File: config.mk
export PLATFORM = sky130hd
export DESIGN_NAME = if_stage
export DESIGN_NICKNAME = d
export VERILOG_FILES = /design/src/rtl/if_stage.sv
export SDC_FILE = /design/constraint.sdc
export NUM_CORES = 1
export LEC_CHECK = 0
export ABC_AREA = 1
export CAP_MARGIN = 20
export CORE_ASPECT_RATIO = 1.25
export CORE_MARGIN = 10
export CORE_UTILIZATION = 30
export CTS_CLUSTER_SIZE = 8
export DETAILED_ROUTE_END_ITERATION = 10
export GPL_TIMING_DRIVEN = 0
export MAX_ROUTING_LAYER = met4
export SKIP_CTS_REPAIR_TIMING = 1
export SLEW_MARGIN = 20
export SYNTH_ARGS = -nofsm -noshare
export SYNTH_HDL_FRONTEND = slang
export SYNTH_SLANG_ARGS = --single-unit
File: constraint.sdc
create_clock -name clk -period 3.1 [get_ports clk]
set_input_delay 0.62 -clock clk [delete_from_list [all_inputs] [get_ports clk]]
set_output_delay 0.62 -clock clk [all_outputs]
set_load 0.03 [all_outputs]
File: src/rtl/if_stage.sv
// Instruction-fetch stage: holds the PC, fetches over a req/ack handshake,
// latches the instruction for the decoder and selects the next PC.
module if_stage #(
    parameter logic [31:0] RESET_PC = 32'h0000_3000,
    parameter int unsigned MAX_WAIT = 16
) (
    input  logic        clk,
    input  logic        rst,
    output logic        imem_req,
    output logic [31:0] imem_addr,
    input  logic [31:0] imem_rdata,
    input  logic        imem_ack,
    input  logic        stall,
    input  logic        Branch,
    input  logic        Jump,
    input  logic        Zero,
    output logic [31:0] pc,
    output logic [31:0] pc_plus4,
    output logic [31:0] instr,
    output logic [5:0]  op,
    output logic        instr_valid,
    output logic [31:0] retired,
    output logic        fetch_err
);

    localparam int unsigned CNT_W = 8;

    localparam logic [1:0] S_FETCH = 2'd0;
    localparam logic [1:0] S_EXEC  = 2'd1;
    localparam logic [1:0] S_ERR   = 2'd2;

    logic [1:0]       state, state_nxt;
    logic [CNT_W-1:0] wait_cnt, wait_cnt_nxt;
    logic [31:0]      pc_nxt, instr_nxt, retired_nxt, next_pc, branch_off;
    logic             err_nxt;

    // Next-PC select: jump beats a taken branch, otherwise sequential.
    always_comb begin
        branch_off = {{14{instr[15]}}, instr[15:0], 2'b00};
        if (Jump) begin
            next_pc = {pc_plus4[31:28], instr[25:0], 2'b00};
        end else if (Branch && Zero) begin
            next_pc = pc_plus4 + branch_off;
        end else begin
            next_pc = pc_plus4;
        end
    end

    always_comb begin
        state_nxt    = state;
        wait_cnt_nxt = wait_cnt;
        pc_nxt       = pc;
        instr_nxt    = instr;
        retired_nxt  = retired;
        err_nxt      = fetch_err;
        case (state)
            S_FETCH: begin
                // An ack on the final allowed cycle still wins over the timeout.
                if (imem_ack) begin
                    instr_nxt    = imem_rdata;
                    wait_cnt_nxt = '0;
                    state_nxt    = S_EXEC;
                end else if (wait_cnt == CNT_W'(MAX_WAIT - 1)) begin
                    err_nxt   = 1'b1;
                    state_nxt = S_ERR;
                end else begin
                    wait_cnt_nxt = wait_cnt + CNT_W'(1);
                end
            end
            S_EXEC: begin
                if (!stall) begin
                    pc_nxt      = next_pc;
                    retired_nxt = retired + 32'd1;
                    state_nxt   = S_FETCH;
                end
            end
            S_ERR: begin
                state_nxt = S_ERR;
            end
            default: begin
                state_nxt = S_FETCH;
            end
        endcase
    end

    always_ff @(posedge clk) begin
        if (!rst) begin
            state     <= S_FETCH;
            wait_cnt  <= '0;
            pc        <= RESET_PC;
            instr     <= '0;
            retired   <= '0;
            fetch_err <= 1'b0;
        end else begin
            state     <= state_nxt;
            wait_cnt  <= wait_cnt_nxt;
            pc        <= pc_nxt;
            instr     <= instr_nxt;
            retired   <= retired_nxt;
            fetch_err <= err_nxt;
        end
    end

    // Gating with rst drops the request for the whole reset cycle.
    assign imem_req    = (state == S_FETCH) && rst;
    assign imem_addr   = pc;
    assign instr_valid = (state == S_EXEC);
    assign op          = instr[31:26];
    assign pc_plus4    = pc + 32'd4;

endmodule

---- Word level (Yosys, flattened, before mapping) ----
Cells that the tools add are included.
word-level totals
  flip-flop bits (word level) ............. 107
  input port bits ......................... 39
  output and inout port bits .............. 169
  logic and storage cells ................. 34
operators by class
  $add $sub $neg .......................... 4
  eq/ne operators ......................... 6
  multiplexer cells ....................... 8
  bitwise logic cells ..................... 2
  reduce and logical (&&, ||, !) cells .... 8
operators by type and width
  cell                                                 number
  two-way mux 32 bit                                   2
  adder 32 x 1 -> 32 bit, second input constant        1
  adder 32 x 3 -> 32 bit, second input constant        1
  adder 32 bit                                         1
  two-way mux 8 bit                                    2
  adder 8 x 1 -> 8 bit, second input constant          1
  equality test 8 x 4 -> 1 bit, second input constant  1
  AND reduction 2 bit                                  4
  two-way mux 2 bit                                    3
  one-hot mux 2 bit (3 select lines)                   1
  != test 2 bit, second input constant                 2
  != test 3 bit, second input constant                 1
  AND reduction 3 bit                                  1
  equality test 2 x 1 -> 1 bit, second input constant  1
  equality test 2 bit, second input constant           1
  logical AND 1 bit                                    2
  logical NOT 2 bit                                    1
  NOT 1 bit                                            2

---- Depth between registers and ports, before layout ----
  depth after elaboration ................. 4
  depth in mapped cells ................... 23
  depth with buffers taken out ............ 23

---- Worst setup path after synthesis ----
OpenSTA, ideal clock, no wires.
  path type ............................... flip-flop to flip-flop
  start point ............................. register pc[2], in the netlist imem_addr[2]
  end point ............................... register pc[29], in the netlist imem_addr[29]
  library setup time ...................... 0.132 ns
  arrival time ............................ 3.134 ns
  required time ........................... 2.968 ns
  setup slack ............................. -0.166 ns
  cell stages (with the launch flop) ...... 17
  path buffers ............................ 0
  clock period less this slack ............ 3.266 ns
  path through ............................ dfxtp_1 inv_1 nor2_4 nand2_1 nor2_4 xor2_1 ha_1 nand2_1 inv_1 a21oi_1 o21ai_0 a21oi_1 nand2_1 nand2_1 nand3_1 nand2_1 a21oi_1
on the way
  cells in the longest elaborated chain, start to end .. 4
RTL lines
  what                    line  text
  start, declared         17    output logic [31:0] pc,
  start signal, assigned  97    pc <= pc_nxt;
  adder 32 x 3 -> 32 bit  109   assign pc_plus4 = pc + 32'd4;
  via pc_plus4[2]         18    output logic [31:0] pc_plus4,
  adder 32 bit            43    next_pc = pc_plus4 + branch_off;
  two-way mux 32 bit      42    end else if (Branch && Zero) begin
  two-way mux 32 bit      40    if (Jump) begin
The timed path passes the listed nets, and every way through them passes these cells.
A chain may end at the register's enable or synchronous reset.

---- Worst setup path in the final report ----
  start point ............................. register pc[4], in the netlist imem_addr[4]
  end point ............................... output port pc_plus4[19]
on the way
  cells in the longest elaborated chain, start to end .. 1
RTL lines
  what                    line
  adder 32 x 3 -> 32 bit  109
  end, declared           18
No other way between the ends.

==> impl.org <==
** Clocking
- Counting the buffers created by CTS gives 9.
- The cell sitting at the root of the clock tree is a clkbuf_16.
- Clock-pin slew on the worst setup and hold paths :: around 80 ps
- Sinks on the clock net :: approximately 110
- Clock latency reported for the late side of the worst-skew pair :: ~370 ps
- Clock tree from TritonCTS :: built
- Buffer levels on the longest clock path :: 2
- The clock tree synthesis step divided the H-tree into 3 levels.

** Drt
- The routed design has between 30 and 40 mm of wire.
- Total via count in the routed design :: approximately 9400
- In this run the remaining antenna-violating nets after routing total 0.
- The detailed router finished its first iteration with around 600 violations.
- DRC violations left :: 0
- Detailed-route wire length per cell :: around 17 microns
- The pre-antenna-repair detailed-routing pass consisted of 5 iterations.
- After detailed routing, the number of vias per cell comes to 4.78.

** Logic synthesis
- Register bit count reported by yosys :: around 110
- Post-Synth Simple-Gate Area :: 0.373
- By area the synthesized netlist is led by dfxtp_1 25%, nand2_1 19%, inv_1 9.3%.
- Post-synth ARST share :: 0
- Synthesized area per cell :: around 5.9 sq um
- Of the synthesized area, sequential elements account for 0.255.
- Ys Warns :: 0
- Summed over all instances, the cell type with the most area after synthesis is dfxtp_1.
- Post-synthesis cell area :: 0.00824 sq mm
- The share of synthesized area in the top cell type comes to 0.255.
- Library cells used by synthesis :: 37
- In this run, synthesis inferred 0 flip-flops with an integrated enable.
- Counting every instance in the synthesized netlist gives 1391.
- After synthesis, the share of cell area in mux cells is 0.
- Main combinational cell family by area after synthesis :: simple AND/OR/NAND/NOR gates
- Adder-cell share of the synthesized area :: 0.0601
- Post-synthesis compound-gate area fraction :: 0.126
- Among all flip-flop cells after synthesis, the most frequent one is dfxtp_1.
- Of the total synthesized cell area, the portion taken by XOR and XNOR cells is 0.0382.

** GRT
- Across every metal layer, demand over resource in global routing totals 0.193.
- Global routing finished with a remaining overflow of 0.
- The first global-routing pass estimated a little over 50 mm of wire.
- The initial antenna violation count came to 0.
- Entering global routing, the biggest net connects 24 pins.
- Number of global-route vias before repair :: about 9300

** Placement
- Once detailed placement completed, the half-perimeter wirelength came to around 28 mm.
- Count of input and output buffers :: 200
- Area after DPL :: roughly 0.011 sq mm
- Routability Congestion :: between 0.9 and 1
- Cell count after placement :: 1941

** Critical path
- Cell type with the highest occurrence count on the critical path :: nand2_1
- For the worst setup path, the data required time is about 2500 ps.
- For this design, the slowest cell found on the critical path is clkdlybuf4s50_1.
- Largest fanout of any net on the critical path :: 7
- Launch instance of the worst register-to-register path :: imem_addr[2]
- Start-to-end type of the worst setup path :: flip-flop to output port
- STA classifies the critical path endpoint as an output port.
- Chain of cells forming the critical path :: nand2_1 > nor2_4 > buf_4 > nand2_4 > nor2_1 > nand2_1 > xor2_1 > inv_2 > clkdlybuf4s50_1
- Data arrives at the worst endpoint at between 2000 and 2500 ps.
- For this run, the slowest stage of the critical path takes 700 ps.
- The critical path starts at imem_addr[4].
- Startpoint class of the critical path :: flip-flop

** Die
- Row generation in the floorplan step produced 67 rows.
- From bottom edge to top edge, the die measures about 210 microns.
- Die Footprint :: roughly 0.035 sq mm
- Measured along the x axis, the die boundary spans 168 microns.
- Core region area :: between 0.02 and 0.03 sq mm
- Starting density of the core :: 0.305
- Pin placement for this block handled between 200 and 250 I/O pins.

** Timing
- Across the routed clock network, the largest skew measured is between 10 and 15 ps.
- The count of pins over their slew limit came to 0.
- Normalized max-slew margin :: 0.454
- The number of hold-slack violations in the final timing report came to 0.
- Period utilization :: 0.985
- Derived from the worst setup path, the maximum achievable clock frequency is 0.328 GHz.
- Setup violations remaining at the end of the flow were counted as 0.
- Setup repair after global routing missed its margin :: yes
- The clock period could shrink to roughly 3100 ps.
- At the pin with the least slew margin, the transition time is between 800 and 900 ps.

** Hold path
- The startpoint identified for the worst hold timing path is fetch_err.
- Type of the worst min-delay path :: flip-flop to flip-flop

** Layout
- Final instance area :: between 0.01 and 0.015 sq mm
- For this run, the number of standard cells in the final layout without fillers is 1972.
- Of the cells placed in the final design, the portion with a size suffix greater than 1 is 0.130.
- Count of inserted antenna diode cells :: 0
- The net count of the finished layout is 1700.
- Layout-stage area growth over the synthesis result :: 42.1%

** Power
- IR drop worst, VDD :: between 0.2 and 0.3 mV
- Leakage Power :: about 0.0052 uW
- In this run the power density over the cells is ~320 mW/mm^2.

** Job
- Max cap viols :: 0

** Outcome
- The run finished with clean final reports.
-- through the flow --
step	util	setup TNS, ps	hold slack [ps]	power [uW]	worst slack, ps
2_1_floorplan	-	-3.83	447	2130	-3.83
3_3_place_gp	0.399	-7530	454	2560	-457
3_5_place_dp	0.399	-7450	459	2570	-459
4_1_cts	0.410	-13740	473	3710	-586
5_1_grt	0.434	-186	483	3920	-58.8
6_report	0.434	0	472	3750	47.8
-- layer usage --
layer | vias up | track usage | wire [microns]
li1 | 4803 | - | -
met1 | 4308 | 0.210 | 13700
met2 | 261 | 0.355 | 17700
met3 | 52 | 0.0265 | 1690
met4 | 0 | 0.0598 | 867
met5 | - | - | 0
-- worst max-delay path, delay by kind of cell, from the launching register on --
| kind | cells | cell delay, ps |
|---|---|---|
| buffers and inverters | 3 | 990 |
| and+or+nand+nor | 5 | 530 |
| DFF | 1 | 400 |
| xor gates and xnor gates | 1 | 150 |
-- where the power goes --
group          leakage (uW)  total, uW  switching, uW  internal [uW]
combinational       0.00416       1090            664            427
sequential         0.000870       1510            104           1400
clock              0.000144       1160            593            562
-- cell usage after synthesis (2+ instances only) --
master	number
a21oi_1	117
and2_1	6
buf_1	2
buf_4	42
clkbuf_1	31
dfxtp_1	105
ha_1	38
inv_1	205
nand2_1	407
nand2_2	4
nand3_1	79
nand3_2	2
nand3b_1	2
nand4_1	16
nor2_1	160
nor2_2	4
nor2_4	5
nor3_1	24
nor3b_1	4
nor4_1	5
o211ai_1	7
o21ai_0	69
o21bai_1	3
or2_2	7
xnor2_1	10
xor2_1	26
-- flip-flops by register name (all words and copies together), names as in the netlist --
register and count:
instr 32, imem_addr 30, retired 32, wait_cnt 8, fetch_err 1, state 2
-- cell type report --
class	instances	area, sq um
clock inverters	7	58.8
repair buffers	216	2150
flip-flops and latches	105	2170
inverters	206	778
clock buffers	9	225
multi-input cells	1010	5460
fillers	2902	15300
well taps	345	432
plain buffers	74	437
-- logic make-up after synthesis --
| group | after synthesis |
|---|---|
| AND/OR/NAND/NOR | 729 |
| XOR/XNOR | 36 |
| flip-flops | 105 |
| other | 1 |
| AO/OA/AOI/OAI | 200 |
| adder cells (fa/ha/maj) | 39 |
| buffers and inverters | 281 |
-- path summary, 6_finish.rpt --
path / to / slack (ps) / cells past startpoint
min: fetch_err / 470 / 1
max: pc_plus4[19] / 50 / 9
min reg2reg: fetch_err / 470 / 1
max reg2reg: imem_addr[30] / 160 / 17
-- cells in the final DEF (no fill, tap or decap), types with 8 or more instances in the layout --
cell and instances:
clkbuf_1 29, inv_1 197, nor3_1 20, clkdlybuf4s50_1 187, nor2_2 24, dfxtp_2 8
dfxtp_4 16, nand4_1 16, dfxtp_1 81, nand3_1 76, ha_4 15, dlymetal6s2s_1 13
nor2_4 10, nor2_1 135, buf_4 58, a21oi_1 114, o21ai_0 67, xor2_1 17
clkbuf_16 9, nand2_1 393, ha_1 22, nand2_2 16
(Power assumes the default switching activity.)
==> RTL change (same flow settings) <==
Change the localparam `CNT_W` from 8 to 6.
--- a/src/rtl/if_stage.sv
+++ b/src/rtl/if_stage.sv
@@ -24,5 +24,5 @@
 );
 
-    localparam int unsigned CNT_W = 8;
+    localparam int unsigned CNT_W = 6;
 
     localparam logic [1:0] S_FETCH = 2'd0;
Behaviour: no difference found for any inputs over 4 cycles, from zero or initial values and one cycle with rst low; that may be too few to reach the edited logic, so the function may still have changed.
==> RTL change against the original RTL <==
The flow now finishes with violations (negative setup slack). Sequential cell count is 2 lower. Power is 3.0% higher. Count of clock-buffer cells in the layout is 2 higher. Die area is 3.7% lower. Synthesized area is 4.1% lower. Wire length is 0.36% lower. Setup slack worse by 0.078 ns. Cell area is 1.2% higher. Critical path type is now reg -> reg. Largest power group unchanged. Highest routed layer unchanged.
==> RTL change: results <==
{
  "finClkSkew_ns": 0.01314,
  "hp-class": "reg -> reg",
  "first_pass_iters": 5,
  "path_max_fanout": 6,
  "synth_area_leaders": "dfxtp_1, nand2_1, inv_1",
  "async_flop_share": 0,
  "dpl.hpwl_um": 27410,
  "wl_met2_um": 17540,
  "place_area_um2": 10390,
  "grt_max_degree": 25,
  "path_clk_slew_ns": 0.08,
  "clockRootBuffer": "clkbuf_16",
  "wl_met3_um": 1776,
  "yosysMostFrequentCell": "nand2_1",
  "highest_layer": "met4",
  "clockBufferDepth": 2,
  "fin_hold_ws_ns": 0.4878,
  "status": "finished with violations",
  "clk_latency_ns": 0.35,
  "yosysWarningCount": 0,
  "routed_via_density": 4.874,
  "tns_ns": -0.03037,
  "cp.arrival_ns": 3.41,
  "io_buffer_count": 200,
  "antenna_found_initial": 0,
  "drv_cap": 0,
  "grt_pass1_vias": 8703,
  "failed_checks": "negative setup slack",
  "nets": 1624,
  "ys_types": 41,
  "syn_avg_cell_area_um2": 6.102,
  "setup_slack_ns": -0.03037,
  "num_antenna_cells": 0,
  "h-tree-depth": 3,
  "place_inst": 1840,
  "synth_ff_type": "dfxtp_1",
  "timing.critical_path.slowest_stage_cell": "dfxtp_4",
  "slew_headroom": 0.3772,
  "drt-total-wl_um": 33780,
  "place_congestion": 0.9608,
  "ys_seq_area_frac": 0.2609,
  "vdd_drop_max_mv": 0.2636,
  "cts_buffers": 9,
  "grt_use_total": 0.1993,
  "synthTopCellsByCount": "nand2_1, inv_1, nor2_1",
  "setup_viol": 1,
  "met1_length_um": 13480,
  "pre_cts_ws_ns": -0.6183,
  "wl_per_cell_um": 17.86,
  "grt_pass1_wl_um": 50190,
  "leakagePower_nw": 5.241,
  "critPathMaxStageDelay_ns": 0.39,
  "drt_iter0_markers": 588,
  "critPathTopFamily": "simple AND/OR/NAND/NOR gates",
  "drive_gt1_frac": 0.1863
}
## RTL change: logic make-up after synthesis
family	after synthesis	synth area share
simple gates	630	0.3412
buf+inv	252	0.1404
compound gates	239	0.1599
flops	103	0.2609
fa+ha+maj	39	0.06270
xor+xnor	31	0.03436
other cells	1	0.0004745
## RTL change: cell type report
class | instances | area (um2)
Buffer | 73 | 437.9
Multi-Input combinational cell | 945 | 5598
Timing Repair Buffer | 236 | 2328
Fill cell | 2685 | 14150
Tap cell | 340 | 425.4
Inverter | 178 | 670.6
Clock buffer | 11 | 232.7
Sequential cell | 103 | 2126
Clock inverter | 5 | 41.29
## RTL change: final timing paths
kind	start	endpoint	slack [ns]	depth (start not counted)
setup / recovery	imem_addr[2]$_SDFFE_PN0P_	imem_addr[26]$_SDFFE_PN0P_	-0.03	19
hold / removal	wait_cnt[0]$_SDFFE_PN0P_	wait_cnt[0]$_SDFFE_PN0P_	0.49	1
setup reg to reg	imem_addr[2]$_SDFFE_PN0P_	imem_addr[26]$_SDFFE_PN0P_	-0.03	19
hold reg to reg	wait_cnt[0]$_SDFFE_PN0P_	wait_cnt[0]$_SDFFE_PN0P_	0.49	1
## RTL change: routing by layer
layer  GRT usage  vias to the layer above
li1            -                     4612
met1      0.2269                     4264
met2      0.3446                      285
met3     0.03166                       55
met4     0.06717                        0
met5           -                        -
## RTL change: where the power goes
part	internal [mW]	leakage [nW]	switching (mW)	total (mW)
Combinational	0.501	4.26	0.752	1.25
Sequential	1.38	0.853	0.123	1.51
Clock	0.557	0.132	0.548	1.11
